## config.mk

```make
export PLATFORM = sky130hd
export DESIGN_NAME = segment_ex_flat
export DESIGN_NICKNAME = d
export VERILOG_FILES = /design/src/rtl/segment_ex_if.sv /design/src/rtl/segment_ex.sv /design/src/flat_wrapper.sv
export SDC_FILE = /design/constraint.sdc
export NUM_CORES = 1
export LEC_CHECK = 0
export CORE_MARGIN = 4
export CORE_UTILIZATION = 51
export DETAILED_ROUTE_END_ITERATION = 10
export PLACE_DENSITY_LB_ADDON = 0.3
export SYNTH_ARGS = -nofsm -noshare
export SYNTH_HDL_FRONTEND = slang
export SYNTH_SLANG_ARGS = --single-unit
export TNS_END_PERCENT = 1
```

## constraint.sdc

```tcl
create_clock -name clk -period 16.19 [get_ports clk]
set_clock_uncertainty 0.15 [all_clocks]
set_input_delay 3.238 -clock clk [delete_from_list [all_inputs] [get_ports clk]]
set_output_delay 3.238 -clock clk [all_outputs]
set_load 0.01 [all_outputs]
```

## src/rtl/segment_ex_if.sv

```systemverilog
// -----------------------------------------------------------------------------
// segment_ex_if
// Bundles the ID/EX -> EX -> EX/MEM signals of the execute stage.
//   master : upstream/downstream environment (drives ID/EX fields and flush,
//            observes EX/MEM fields and stall)
//   slave  : the execute stage itself
// Signals:
//   flush                       kill the instruction currently in EX
//   MemToReg/MemRead/MemWrite/RegWrite_in, ALUSrc_in, ALUOp_in, pc_in,
//   RD1/RD2/RD3_in, RR3_in, num_in        ID/EX register outputs
//   MemToReg/MemRead/MemWrite/RegWrite_out, ALUResult_out, WriteData_out,
//   RR3_out, pc_out, zero_out             registered EX/MEM fields
//   stall                       hold ID/EX and earlier stages
// -----------------------------------------------------------------------------
interface segment_ex_if #(
  parameter int DATA_WIDTH     = 21,
  parameter int REG_ADDR_WIDTH = 4
);
  logic                      flush;
  logic                      MemToReg_in;
  logic                      MemRead_in;
  logic                      MemWrite_in;
  logic                      RegWrite_in;
  logic                      ALUSrc_in;
  logic [2:0]                ALUOp_in;
  logic [DATA_WIDTH-1:0]     pc_in;
  logic [DATA_WIDTH-1:0]     RD1_in;
  logic [DATA_WIDTH-1:0]     RD2_in;
  logic [DATA_WIDTH-1:0]     RD3_in;
  logic [REG_ADDR_WIDTH-1:0] RR3_in;
  logic [DATA_WIDTH-1:0]     num_in;

  logic                      MemToReg_out;
  logic                      MemRead_out;
  logic                      MemWrite_out;
  logic                      RegWrite_out;
  logic [DATA_WIDTH-1:0]     ALUResult_out;
  logic [DATA_WIDTH-1:0]     WriteData_out;
  logic [REG_ADDR_WIDTH-1:0] RR3_out;
  logic [DATA_WIDTH-1:0]     pc_out;
  logic                      zero_out;
  logic                      stall;

  modport master (
    output flush, MemToReg_in, MemRead_in, MemWrite_in, RegWrite_in,
           ALUSrc_in, ALUOp_in, pc_in, RD1_in, RD2_in, RD3_in, RR3_in, num_in,
    input  MemToReg_out, MemRead_out, MemWrite_out, RegWrite_out,
           ALUResult_out, WriteData_out, RR3_out, pc_out, zero_out, stall
  );

  modport slave (
    input  flush, MemToReg_in, MemRead_in, MemWrite_in, RegWrite_in,
           ALUSrc_in, ALUOp_in, pc_in, RD1_in, RD2_in, RD3_in, RR3_in, num_in,
    output MemToReg_out, MemRead_out, MemWrite_out, RegWrite_out,
           ALUResult_out, WriteData_out, RR3_out, pc_out, zero_out, stall
  );
endinterface

```

## src/rtl/segment_ex.sv

```systemverilog
// -----------------------------------------------------------------------------
// segment_ex
// Execute stage: selects operand B, runs the ALU and registers the result with
// the surviving control bits toward EX/MEM. MUL uses an iterative shift-add
// multiplier; while it runs, stall holds the upstream stages and bubbles are
// sent downstream.
// Ports:
//   clk  rising-edge clock
//   rst  synchronous active-high reset (priority over flush and operations)
//   ex   segment_ex_if.slave bundle (ID/EX inputs, flush, EX/MEM outputs, stall)
// -----------------------------------------------------------------------------
module segment_ex #(
  parameter int DATA_WIDTH     = 21,
  parameter int REG_ADDR_WIDTH = 4,
  parameter int MUL_CYCLES     = DATA_WIDTH
) (
  input  logic        clk,
  input  logic        rst,
  segment_ex_if.slave ex
);

  typedef enum logic [2:0] {
    OP_ADD = 3'b000,
    OP_SUB = 3'b001,
    OP_AND = 3'b010,
    OP_OR  = 3'b011,
    OP_XOR = 3'b100,
    OP_MUL = 3'b101,
    OP_SLL = 3'b110,
    OP_SRL = 3'b111
  } alu_op_t;

  typedef enum logic [1:0] {
    S_IDLE,
    S_MUL,
    S_DONE
  } state_t;

  // Fields registered toward EX/MEM; the all-zero value is a bubble.
  typedef struct packed {
    logic                      mem_to_reg;
    logic                      mem_read;
    logic                      mem_write;
    logic                      reg_write;
    logic [DATA_WIDTH-1:0]     alu_result;
    logic [DATA_WIDTH-1:0]     write_data;
    logic [REG_ADDR_WIDTH-1:0] rr3;
    logic [DATA_WIDTH-1:0]     pc;
    logic                      zero;
  } ex_mem_t;

  // Pass-through fields of a MUL, captured when it starts.
  typedef struct packed {
    logic                      mem_to_reg;
    logic                      mem_read;
    logic                      mem_write;
    logic                      reg_write;
    logic [DATA_WIDTH-1:0]     write_data;
    logic [REG_ADDR_WIDTH-1:0] rr3;
    logic [DATA_WIDTH-1:0]     pc;
  } held_t;

  localparam int CNT_W = $clog2(MUL_CYCLES + 1);
  localparam logic [CNT_W-1:0] CNT_LAST = CNT_W'(MUL_CYCLES - 1);

  state_t                state, state_nxt;
  ex_mem_t               out_q, out_d;
  held_t                 held;
  logic [DATA_WIDTH-1:0] op_b;
  logic [DATA_WIDTH-1:0] alu_y;
  logic [4:0]            shamt;
  logic [DATA_WIDTH-1:0] a_shift, b_shift, acc;
  logic [CNT_W-1:0]      cnt;
  logic                  start_mul;
  logic                  stall;

  // Operand select and single-cycle ALU.
  // NOTE: every signal assigned in an always_comb gets a default at the top so no latch is inferred.
  always_comb begin
    op_b  = ex.ALUSrc_in ? ex.num_in : ex.RD2_in;
    shamt = op_b[4:0];
    alu_y = '0;
    case (alu_op_t'(ex.ALUOp_in))
      OP_ADD: alu_y = ex.RD1_in + op_b;
      OP_SUB: alu_y = ex.RD1_in - op_b;
      OP_AND: alu_y = ex.RD1_in & op_b;
      OP_OR:  alu_y = ex.RD1_in | op_b;
      OP_XOR: alu_y = ex.RD1_in ^ op_b;
      OP_MUL: alu_y = '0;  // produced by the iterative unit instead
      OP_SLL: alu_y = (int'(shamt) < DATA_WIDTH) ? (ex.RD1_in << shamt) : '0;
      OP_SRL: alu_y = (int'(shamt) < DATA_WIDTH) ? (ex.RD1_in >> shamt) : '0;
      default: alu_y = '0;
    endcase
  end

  // Next-state, stall and next EX/MEM contents.
  always_comb begin
    state_nxt = state;
    stall     = 1'b0;
    start_mul = 1'b0;
    out_d     = '0;
    case (state)
      S_IDLE: begin
        if (ex.ALUOp_in == OP_MUL) begin
          // Reset wins, so the upstream is not held during a reset edge.
          stall     = !rst;
          start_mul = 1'b1;
          state_nxt = S_MUL;
        end else begin
          out_d.mem_to_reg = ex.MemToReg_in;
          out_d.mem_read   = ex.MemRead_in;
          out_d.mem_write  = ex.MemWrite_in;
          out_d.reg_write  = ex.RegWrite_in;
          out_d.alu_result = alu_y;
          out_d.write_data = ex.RD3_in;
          out_d.rr3        = ex.RR3_in;
          out_d.pc         = ex.pc_in;
          out_d.zero       = (alu_y == '0);
        end
      end
      S_MUL: begin
        stall = 1'b1;
        if (cnt == CNT_LAST) state_nxt = S_DONE;
      end
      S_DONE: begin
        // The MUL is still held upstream; the live ALUOp is not looked at.
        out_d.mem_to_reg = held.mem_to_reg;
        out_d.mem_read   = held.mem_read;
        out_d.mem_write  = held.mem_write;
        out_d.reg_write  = held.reg_write;
        out_d.alu_result = acc;
        out_d.write_data = held.write_data;
        out_d.rr3        = held.rr3;
        out_d.pc         = held.pc;
        out_d.zero       = (acc == '0);
        state_nxt        = S_IDLE;
      end
      default: state_nxt = S_IDLE;
    endcase
    if (ex.flush) begin
      out_d     = '0;
      state_nxt = S_IDLE;
    end
  end

  // NOTE: sequential state is updated with non-blocking assignments only, so every register samples pre-edge values.
  always_ff @(posedge clk) begin
    if (rst) begin
      state <= S_IDLE;
      out_q <= '0;
    end else begin
      state <= state_nxt;
      out_q <= out_d;
    end
  end

  // NOTE: the multiplier datapath and held fields carry no reset; they are always loaded before the FSM reads them.
  always_ff @(posedge clk) begin
    if (state == S_IDLE && start_mul) begin
      a_shift         <= ex.RD1_in;
      b_shift         <= op_b;
      acc             <= '0;
      cnt             <= '0;
      held.mem_to_reg <= ex.MemToReg_in;
      held.mem_read   <= ex.MemRead_in;
      held.mem_write  <= ex.MemWrite_in;
      held.reg_write  <= ex.RegWrite_in;
      held.write_data <= ex.RD3_in;
      held.rr3        <= ex.RR3_in;
      held.pc         <= ex.pc_in;
    end else if (state == S_MUL) begin
      if (b_shift[0]) acc <= acc + a_shift;
      a_shift <= a_shift << 1;
      b_shift <= b_shift >> 1;
      cnt     <= cnt + 1'b1;
    end
  end

  assign ex.MemToReg_out  = out_q.mem_to_reg;
  assign ex.MemRead_out   = out_q.mem_read;
  assign ex.MemWrite_out  = out_q.mem_write;
  assign ex.RegWrite_out  = out_q.reg_write;
  assign ex.ALUResult_out = out_q.alu_result;
  assign ex.WriteData_out = out_q.write_data;
  assign ex.RR3_out       = out_q.rr3;
  assign ex.pc_out        = out_q.pc;
  assign ex.zero_out      = out_q.zero;
  assign ex.stall         = stall;

endmodule

```

## src/flat_wrapper.sv

```systemverilog
// flat-port wrapper written by rule: the top's interface ports become plain ports
module segment_ex_flat 
#(
  parameter int DATA_WIDTH     = 21,
  parameter int REG_ADDR_WIDTH = 4,
  parameter int MUL_CYCLES     = DATA_WIDTH
)
  (clk, rst, ex_flush, ex_MemToReg_in, ex_MemRead_in, ex_MemWrite_in, ex_RegWrite_in, ex_ALUSrc_in, ex_ALUOp_in, ex_pc_in, ex_RD1_in, ex_RD2_in, ex_RD3_in, ex_RR3_in, ex_num_in, ex_MemToReg_out, ex_MemRead_out, ex_MemWrite_out, ex_RegWrite_out, ex_ALUResult_out, ex_WriteData_out, ex_RR3_out, ex_pc_out, ex_zero_out, ex_stall);
  segment_ex_if #(.DATA_WIDTH(DATA_WIDTH), .REG_ADDR_WIDTH(REG_ADDR_WIDTH)) ex_i ();
  input  logic clk;
  input  logic rst;
  input wire logic [$bits(ex_i.flush)-1:0] ex_flush;
  input wire logic [$bits(ex_i.MemToReg_in)-1:0] ex_MemToReg_in;
  input wire logic [$bits(ex_i.MemRead_in)-1:0] ex_MemRead_in;
  input wire logic [$bits(ex_i.MemWrite_in)-1:0] ex_MemWrite_in;
  input wire logic [$bits(ex_i.RegWrite_in)-1:0] ex_RegWrite_in;
  input wire logic [$bits(ex_i.ALUSrc_in)-1:0] ex_ALUSrc_in;
  input wire logic [$bits(ex_i.ALUOp_in)-1:0] ex_ALUOp_in;
  input wire logic [$bits(ex_i.pc_in)-1:0] ex_pc_in;
  input wire logic [$bits(ex_i.RD1_in)-1:0] ex_RD1_in;
  input wire logic [$bits(ex_i.RD2_in)-1:0] ex_RD2_in;
  input wire logic [$bits(ex_i.RD3_in)-1:0] ex_RD3_in;
  input wire logic [$bits(ex_i.RR3_in)-1:0] ex_RR3_in;
  input wire logic [$bits(ex_i.num_in)-1:0] ex_num_in;
  output wire logic [$bits(ex_i.MemToReg_out)-1:0] ex_MemToReg_out;
  output wire logic [$bits(ex_i.MemRead_out)-1:0] ex_MemRead_out;
  output wire logic [$bits(ex_i.MemWrite_out)-1:0] ex_MemWrite_out;
  output wire logic [$bits(ex_i.RegWrite_out)-1:0] ex_RegWrite_out;
  output wire logic [$bits(ex_i.ALUResult_out)-1:0] ex_ALUResult_out;
  output wire logic [$bits(ex_i.WriteData_out)-1:0] ex_WriteData_out;
  output wire logic [$bits(ex_i.RR3_out)-1:0] ex_RR3_out;
  output wire logic [$bits(ex_i.pc_out)-1:0] ex_pc_out;
  output wire logic [$bits(ex_i.zero_out)-1:0] ex_zero_out;
  output wire logic [$bits(ex_i.stall)-1:0] ex_stall;
  assign ex_i.flush = ex_flush;
  assign ex_i.MemToReg_in = ex_MemToReg_in;
  assign ex_i.MemRead_in = ex_MemRead_in;
  assign ex_i.MemWrite_in = ex_MemWrite_in;
  assign ex_i.RegWrite_in = ex_RegWrite_in;
  assign ex_i.ALUSrc_in = ex_ALUSrc_in;
  assign ex_i.ALUOp_in = ex_ALUOp_in;
  assign ex_i.pc_in = ex_pc_in;
  assign ex_i.RD1_in = ex_RD1_in;
  assign ex_i.RD2_in = ex_RD2_in;
  assign ex_i.RD3_in = ex_RD3_in;
  assign ex_i.RR3_in = ex_RR3_in;
  assign ex_i.num_in = ex_num_in;
  assign ex_MemToReg_out = ex_i.MemToReg_out;
  assign ex_MemRead_out = ex_i.MemRead_out;
  assign ex_MemWrite_out = ex_i.MemWrite_out;
  assign ex_RegWrite_out = ex_i.RegWrite_out;
  assign ex_ALUResult_out = ex_i.ALUResult_out;
  assign ex_WriteData_out = ex_i.WriteData_out;
  assign ex_RR3_out = ex_i.RR3_out;
  assign ex_pc_out = ex_i.pc_out;
  assign ex_zero_out = ex_i.zero_out;
  assign ex_stall = ex_i.stall;
  segment_ex #(.DATA_WIDTH(DATA_WIDTH), .REG_ADDR_WIDTH(REG_ADDR_WIDTH), .MUL_CYCLES(MUL_CYCLES)) u_core (.clk(clk), .rst(rst), .ex(ex_i));
endmodule
```

# Word level (Yosys, flattened, before mapping)

Cells that the tools add are included.

Register bits: 192
Input port bits: 120
Output and inout port bits: 73
Word-level logic and storage cells: 70

Add/sub/neg operators: 4
Order comparisons: 1
Equal/unequal tests: 12
Shifts and indexed selects: 2
Multiplexer cells: 17
Bitwise operators: 3
Reductions and logical operators: 10

Operators with widths:

| kind                                                            | count |
|---|---|
| 21-bit one-hot mux with 8 select lines                          | 1 |
| 21-bit 2-to-1 mux                                               | 7 |
| 72-bit one-hot mux with 2 select lines                          | 1 |
| 72-bit 2-to-1 mux                                               | 1 |
| 21-bit adder                                                    | 2 |
| 21-bit logical NOT                                              | 2 |
| 21-bit AND                                                      | 1 |
| 21-bit OR                                                       | 1 |
| 21-bit by 5-bit << shifter with 21-bit output                   | 1 |
| 21-bit by 5-bit >> shifter with 21-bit output                   | 1 |
| 21-bit subtractor                                               | 1 |
| 21-bit XOR                                                      | 1 |
| 3-bit == test, second input constant                            | 4 |
| 3-bit by 2-bit == test with 1-bit output, second input constant | 2 |
| 5-bit by 1-bit adder with 5-bit output, second input constant   | 1 |
| 5-bit == test, second input constant                            | 1 |
| 5-bit less-than comparator, second input constant               | 1 |
| 2-bit 2-to-1 mux                                                | 2 |
| 2-bit by 1-bit != test with 1-bit output, second input constant | 2 |
| 2-bit one-hot mux with 2 select lines                           | 1 |
| 2-bit AND reduction                                             | 2 |
| 3-bit by 1-bit == test with 1-bit output, second input constant | 1 |
| 3-bit logical NOT                                               | 1 |
| 1-bit 2-to-1 mux                                                | 3 |
| 8 further kinds                                                 | 8 |

# Longest topological paths before layout

Gate-level depths: netlist of the first run.

Depth in word-level cells: 7
Mapped depth: 21
Gate-level depth less buffers: 18

# Worst setup path before layout of the first run

No wires, ideal clock.

Path kind: input -> output
From: in ex_ALUOp_in[0]
To: out ex_stall
Arrival time: 4.484 ns
Required time: 12.802 ns
Path slack: 8.318 ns
Stages on the path: 7
Path buffers: 3
Cells stage by stage: clkbuf_1 buf_1 clkbuf_1 nand3_1 nor2_1 nor2_1 nor2_1

Word-level cells in the longest chain between the ends: 3

Ends and longest elaborated chain:

| what                                  | RTL line           | source |
|---|---|---|
| start: declaration                    | flat_wrapper.sv:18 | `input wire logic [$bits(ex_i.ALUOp_in)-1:0] ex_ALUOp_in;` |
| 3-bit == test                         | segment_ex.sv:104  | `if (ex.ALUOp_in == OP_MUL) begin` |
| 1-bit 2-to-1 mux                      | segment_ex.sv:104  |  |
| 1-bit one-hot mux with 2 select lines | segment_ex.sv:102  | `case (state)` |
| end: declaration                      | flat_wrapper.sv:34 | `output wire logic [$bits(ex_i.stall)-1:0] ex_stall;` |

No other way between the ends.

# Worst setup path after layout of the first run

From: in ex_ALUOp_in[1]
To: out ex_stall

The elaborated chain is that of the path after synthesis.

==> qor.txt, run 1 <==
status: completed
post-synthesis simple-gate area fraction: 13.7%
RSZ-0062 raised after global routing: false
DIE AREA: 27000 sq um
Final Hold Violating Endpoints: 0
met2 usage: 48.8%
io pins: 193
GRT met3 Usage: 6.99%
final setup margin: 7.49 ns
Clock Sinks: 192
xor/xnor share of the synthesized area: 3.72%
post-synthesis sequential area ratio: 38.2%
routability cong.: 1.01
Hold Path Class: register to register
Area Growth Syn to Fin: 22.4%
main combinational cell family by area after synthesis: compound AO/OA/AOI/OAI gates
largest area contributor in the synthesized netlist: edfxtp_1
Chip Width: 164 um
PD cells: 91.0 nW/um^2
layout cells sized above 1: 7.36%
kind of end point of the critical path: output port
syn nets: 1538
max_slew headroom: 25.6%
Ys Warns: 0
Num CTS Buffers: 17
synth top area cells: edfxtp_1 (22%), dfxtp_1 (16%), ha_1 (8.6%), mux4_2 (5.8%), a22oi_1 (4.9%)
vias in the first global route: 11030
Starting Density: 52.5%
Sw Share: 34.1%
FFs w/ async S/R, synth: 0%
Clock Power Share: 33.2%
count leader, synth: nor2_1
Synth Area in Adders: 8.94%
wire per inst: 23.3 um
# setup viols final: 0
I/O Buffers: 192
Sw Pwr: 474 uW
global route overflow: 0
combinational share of power: 27.5%
Max Fanout on Critical Path: 18
Global Route Usage Sum: 30.7%
nets: 1689
number of enable flip-flop cells after synthesis: 92
P_int: 916 uW
Tcrit/Tclk final: 53.7%
Final HPWL DP: 30900 um
Worst Path Required: 12.80 ns
Max VDD drop: 53.9 uV
Cells after Synth: 1330
Clock Tree Root: clkbuf_16
CTS tree: yes
n_diodes: 0
Mapped Avg Cell Area: 9.38 sq um
cts repair resizes: 0
Tightest Pin Transition: 1.11 ns
min cycle time layout: 8.70 ns
Synth Area in Compound Gates: 20.2%
Yosys cell types: 78
DR iter-0 viols: 1376
Die H: 164 um
DRT antenna net count: 0
global route hottest layer: met2
H-tree levels: 4
max-slew violation count: 0
Max Clock Freq: 0.115 GHz
Worst setup SP type: input pin
DP Worst Slack: 7.23 ns
M1 GR Usage: 40.5%
DRC: 0
Worst Path Arrival: 5.31 ns
Rows: 56
max cap viols: 0
Pre-Repair DR Iteration Count: 5
clk slew on worst S/H paths: 0.10 ns
fraction of synthesized area in multiplexers: 10.4%
# hold bufs at CTS: 0
Seq cells post-synth: 192
post-route setup TNS: 0 ns
share of power burned in registers: 39.3%
initial antenna violation count: 1
clk_lat worst skew: 0.44 ns
Via density: 6.31
main flop type after synthesis: dfxtp_1
first-pass GRT wire length: 64000 um
Post-synth top cells: nor2_1 (159), nand2_1 (130), dfxtp_1 (100)
Core Footprint: 23800 sq um
crit path kind: input pin to output port
CTS max path bufs: 2
via count: 11441
Setup Buffers After CTS: 0
Routed WL: 42300 um
largest net degree at the start of global routing: 84
cell area after synthesis: 12500 sq um
P_leak: 6.06 nW
top cell type's share of synthesized area: 22.1%
[registers in the layout, indices dropped and copies added, names as in the netlist]
name	count
u_core.ex.pc_out	21
u_core.ex.RegWrite_out	1
u_core.acc	21
u_core.ex.MemToReg_out	1
u_core.ex.ALUResult_out	21
u_core.ex.RR3_out	4
u_core.b_shift	21
u_core.ex.MemWrite_out	1
u_core.ex.zero_out	1
u_core.a_shift	21
u_core.ex.MemRead_out	1
u_core.state	2
u_core.cnt	5
u_core.ex.WriteData_out	21
u_core.held	50
[final timing paths]
kind                              start                                endpoint  slack (ns)  depth (start not counted)
min           u_core.held[43]$_DFFE_PP_  u_core.ex.WriteData_out[18]$_SDFF_PP0_        0.34                          2
max reg2reg  u_core.acc[1]$_SDFFE_PP0P_             u_core.acc[19]$_SDFFE_PP0P_       12.72                         11
min reg2reg   u_core.held[43]$_DFFE_PP_  u_core.ex.WriteData_out[18]$_SDFF_PP0_        0.34                          2
max                      ex_ALUOp_in[1]                                ex_stall        7.49                          8
[power by group through the flow]
stage | combinational [mW] | clock (mW) | sequential [mW]
after floorplan | 0.233 | 0 | 0.557
after global placement | 0.368 | 0 | 0.556
after detailed placement | 0.370 | 0 | 0.557
after CTS | 0.374 | 0.469 | 0.546
after global routing | 0.411 | 0.487 | 0.548
final | 0.382 | 0.462 | 0.546
[metal layers]
metal	part of all wire (%)	routed length (um)
met4	4.7	1990
met5	0	0
met1	40	17000
met2	45	19000
met3	10	4380
[metrics by stage]
| step | cell area (sq um) | utilization, % | power [mW] | instances | hold slack (ns) |
|---|---|---|---|---|---|
| floorplan | 12500 | - | 0.791 | 1330 | 0.307 |
| global placement | 14600 | 61.5 | 0.924 | 1781 | 0.325 |
| detailed placement | 14600 | 61.5 | 0.927 | 1781 | 0.337 |
| CTS | 15300 | 64.3 | 1.39 | 1813 | 0.343 |
| global route | 15300 | 64.3 | 1.45 | 1813 | 0.371 |
| finish | 15300 | 64.3 | 1.39 | 1813 | 0.345 |
[area by class of cell]
cell class	count	area, sq um
Clock buffer	17	425
Clock inverter	15	231
Fill cell	1905	8480
Inverter	66	248
Multi-Input combinational cell	993	7150
Sequential cell	192	4760
Tap cell	319	399
Timing Repair Buffer	211	2060
[cells by family after synthesis]
kind of cell / after synthesis
DFF: 192
AOI/OAI and AO/OA: 377
and+or+nand+nor: 393
buffers and inverters: 145
xor gates and xnor gates: 53
adders and majority gates: 88
muxes: 82
[critical path, cell delays in order]
cell and delay (ns):
clkdlybuf4s50_1 0.39, buf_4 0.20, inv_1 0.42, nand3_1 0.22, nor2_1 0.14, nor2_1 0.05, nor2_1 0.08, clkdlybuf4s50_1 0.57
[layout by cell type, fill, tap and decap left out, types with 5 or more instances in the layout]
cell type,count
clkdlybuf4s50_1,191
nor2_1,159
nand2_1,128
dfxtp_1,100
edfxtp_1,92
ha_1,86
a22oi_1,81
o21ai_0,76
a21oi_1,74
inv_1,61
mux2i_1,41
xnor2_1,38
mux4_2,32
nor3_1,24
nand3_1,21
buf_4,19
o22ai_1,17
clkbuf_16,17
a21o_1,15
xor2_1,15
o21a_1,11
a211oi_1,11
o211ai_1,10
o221ai_1,10
a31oi_1,9
nor4_1,8
nor2b_1,8
nand4_1,7
a211o_1,6
clkinv_8,6
and3_1,5
nand2b_1,5
a221oi_1,5
No activity file was read; power rests on OpenSTA's default activity.
==> inputs of run 2 (changes only) <==
==> constraint.sdc (replaced) <==
create_clock -name clk -period 8.8 [get_ports clk]
set_clock_uncertainty 0.15 [all_clocks]
set_input_delay 1.76 -clock clk [delete_from_list [all_inputs] [get_ports clk]]
set_output_delay 1.76 -clock clk [all_outputs]
set_load 0.01 [all_outputs]
==> run 2 against run 1 <==
  * Sequential share of layout area barely moved
  * First-iteration DRC count is 20% lower
  * Wire length grew 0.34%
  * Cell count is 0.22% higher
  * Die area unchanged
  * Core utilization up 0.068 points
  * Register-to-register slack worse by 7.3 ns
  * Global-route usage grew 0.13 points
  * Sequential power up 83%
  * Clock power up 82%
  * Critical path depth is 9 higher
  * Via count fell by 0.45%
  * Critical path type is now input pin to register
  * Largest cell class unchanged
==> qor.txt, run 2 (synthesis gave the netlist of run 1 again) <==
Tightest Pin Transition: 1.14 ns (was 1.11 ns)
Routed WL: 42500 um (was 42300 um)
post-route setup TNS: 0 ns (unchanged)
# hold bufs at CTS: 0 (unchanged)
P_leak: 6.07 nW (was 6.06 nW)
clk_lat worst skew: 0.45 ns (was 0.44 ns)
Num CTS Buffers: 17 (unchanged)
layout cells sized above 1: 7.68% (was 7.36%)
PD cells: 166 nW/um^2 (was 91.0 nW/um^2)
io pins: 193 (unchanged)
M1 GR Usage: 40.4% (was 40.5%)
cell mode on critical path: a21oi_1 (was nor2_1)
Final HPWL DP: 31200 um (was 30900 um)
RSZ-0062 raised after global routing: false (unchanged)
status: completed (unchanged)
r2r startpoint: u_core.acc[0]$_SDFFE_PP0P_ (was u_core.acc[1]$_SDFFE_PP0P_)
crit path kind: input pin to register (was input pin to output port)
FF-to-FF End: u_core.acc[20]$_SDFFE_PP0P_ (was u_core.acc[19]$_SDFFE_PP0P_)
I/O Buffers: 192 (unchanged)
cells along the critical path: clkdlybuf4s50_1, clkinv_1, nand2_1, nor2_1, buf_4, a21oi_1, xnor2_1, ha_1, a21oi_1, a32oi_1, a311oi_1, o21ai_0, xor2_1, a211oi_1, nand4b_1, nor4b_2, a31o_1 (was clkdlybuf4s50_1, buf_4, inv_1, nand3_1, nor2_1, nor2_1, nor2_1, clkdlybuf4s50_1)
global route hottest layer: met2 (unchanged)
H-tree levels: 4 (unchanged)
Hold Path Stages: 2 (unchanged)
max cap viols: 0 (unchanged)
Max VDD drop: 125 uV (was 53.9 uV)
global route overflow: 0 (unchanged)
DR iter-0 viols: 1106 (was 1376)
initial antenna violation count: 1 (unchanged)
nets: 1693 (was 1689)
n_diodes: 0 (unchanged)
most flop-heavy register: u_core.held (unchanged)
Pre-Repair DR Iteration Count: 6 (was 5)
reg2reg setup slack: 5.38 ns (was 12.72 ns)
CP peak stage delay: 0.83 ns (was 0.57 ns)
Worst path top cell family by delay: compound AO/OA/AOI/OAI gates (was buffers and inverters)
vias in the first global route: 10913 (was 11030)
Max Clock Freq: 0.145 GHz
GRT met3 Usage: 6.24% (was 6.99%)
min cycle time layout: 6.90 ns
Worst setup SP type: input pin (unchanged)
clk slew on worst S/H paths: 0.09 ns (was 0.10 ns)
hold path endpoint: u_core.ex.WriteData_out[2]$_SDFF_PP0_ (was u_core.ex.WriteData_out[18]$_SDFF_PP0_)
Worst Path Required: 9.03 ns (was 12.80 ns)
DRT antenna net count: 0 (unchanged)
Final Hold Violating Endpoints: 0 (unchanged)
DRC: 0 (unchanged)
R2R cell count: 13 (was 11)
Chip Width: 164 um (unchanged)
wire per inst: 23.4 um (was 23.3 um)
Hold Path Class: register to register (unchanged)
first-pass GRT wire length: 63800 um (was 64000 um)
via count: 11389 (was 11441)
most common cell after layout, fill and taps aside: clkdlybuf4s50_1 (unchanged)
Die H: 164 um (unchanged)
max-slew violation count: 0 (unchanged)
Starting Density: 52.5% (unchanged)
CTS max path bufs: 2 (unchanged)
Global Route Usage Sum: 30.8% (was 30.7%)
cts repair resizes: 0 (unchanged)
Clock Tree Root: clkbuf_16 (unchanged)
met2 usage: 50.0% (was 48.8%)
largest net degree at the start of global routing: 74 (was 84)
final setup margin: 1.90 ns (was 7.49 ns)
Max Fanout on Critical Path: 17 (was 18)
Worst Hold Launch: u_core.held[27]$_DFFE_PP_ (was u_core.held[43]$_DFFE_PP_)
Worst Path Arrival: 7.13 ns (was 5.31 ns)
kind of end point of the critical path: register (was output port)
Setup Buffers After CTS: 0 (unchanged)
Largest register FFs: 50 (unchanged)
routability cong.: 1.04 (was 1.01)
max_slew headroom: 23.6% (was 25.6%)
# setup viols final: 0 (unchanged)
most frequent cells in the layout: clkdlybuf4s50_1 (191), nor2_1 (159), nand2_1 (128) (unchanged)
Area Growth Syn to Fin: 22.5% (was 22.4%)
DIE AREA: 27000 sq um (unchanged)
Core Footprint: 23800 sq um (unchanged)
DP Worst Slack: 1.67 ns (was 7.23 ns)
Tcrit/Tclk final: 78.4%
Clock Sinks: 192 (unchanged)
Rows: 56 (unchanged)
CP max stage cell: clkdlybuf4s50_1 (unchanged)
CTS tree: yes (unchanged)
Via density: 6.27 (was 6.31)
Crit path buffers/inverters: 3 (was 4)
run 2: tightest hold or removal path, delay by kind of cell, from the launching register on:
family,cells,cell delay (ns)
and+or+nand+nor,1,0.08
AOI/OAI and AO/OA,1,0.08
DFF,1,0.33
run 2: stage by stage:
| step | hold slack, ns | area, sq um | power (mW) | instances | utilization (%) |
|---|---|---|---|---|---|
| 5_1_grt | 0.372 | 15300 | 2.64 | 1817 | 64.4 |
| 6_report | 0.350 | 15300 | 2.55 | 1817 | 64.4 |
| 4_1_cts | 0.349 | 15300 | 2.54 | 1817 | 64.4 |
| 3_3_place_gp | 0.324 | 14700 | 1.70 | 1785 | 61.7 |
| 3_5_place_dp | 0.335 | 14700 | 1.71 | 1785 | 61.7 |
| 2_1_floorplan | 0.307 | 12500 | 1.45 | 1330 | - |
run 2: worst max-delay path by stage:
stage,from,to,slack [ns],depth (start not counted)
floorplan,ex_ALUSrc_in,u_core.ex.zero_out$_SDFF_PP0_,2.81,19
global placement,ex_ALUOp_in[1],u_core.ex.zero_out$_SDFF_PP0_,1.79,18
detailed placement,ex_ALUOp_in[2],u_core.ex.zero_out$_SDFF_PP0_,1.67,17
CTS,ex_ALUOp_in[2],u_core.ex.zero_out$_SDFF_PP0_,2.12,17
global route,ex_ALUOp_in[2],u_core.ex.zero_out$_SDFF_PP0_,1.72,17
finish,ex_ALUOp_in[2],u_core.ex.zero_out$_SDFF_PP0_,1.90,17
run 2: area by class of cell:
class                           instances  area [sq um]
Fill cell                            1960          8460
Multi-Input combinational cell        993          7150
Sequential cell                       192          4760
Timing Repair Buffer                  215          2090
Clock buffer                           17           425
Tap cell                              319           399
Inverter                               66           248
Clock inverter                         15           213
run 2: power by group:
group | total, mW | internal [mW] | switching, mW | leakage [nW]
clock | 0.839 | 0.401 | 0.438 | 0.307
combinational | 0.703 | 0.300 | 0.403 | 4.10
sequential | 1.00 | 0.980 | 0.0240 | 1.67
total | 2.55 | 1.68 | 0.864 | 6.07
run 2: metal layers:
layer / routed length, um / up-vias / part of all wire [%]
met5: 13 / - / 0.031
met4: 2010 / 2 / 4.7
met3: 4070 / 115 / 9.6
met2: 19200 / 653 / 45
met1: 17200 / 5384 / 40
li1: - / 5235 / -
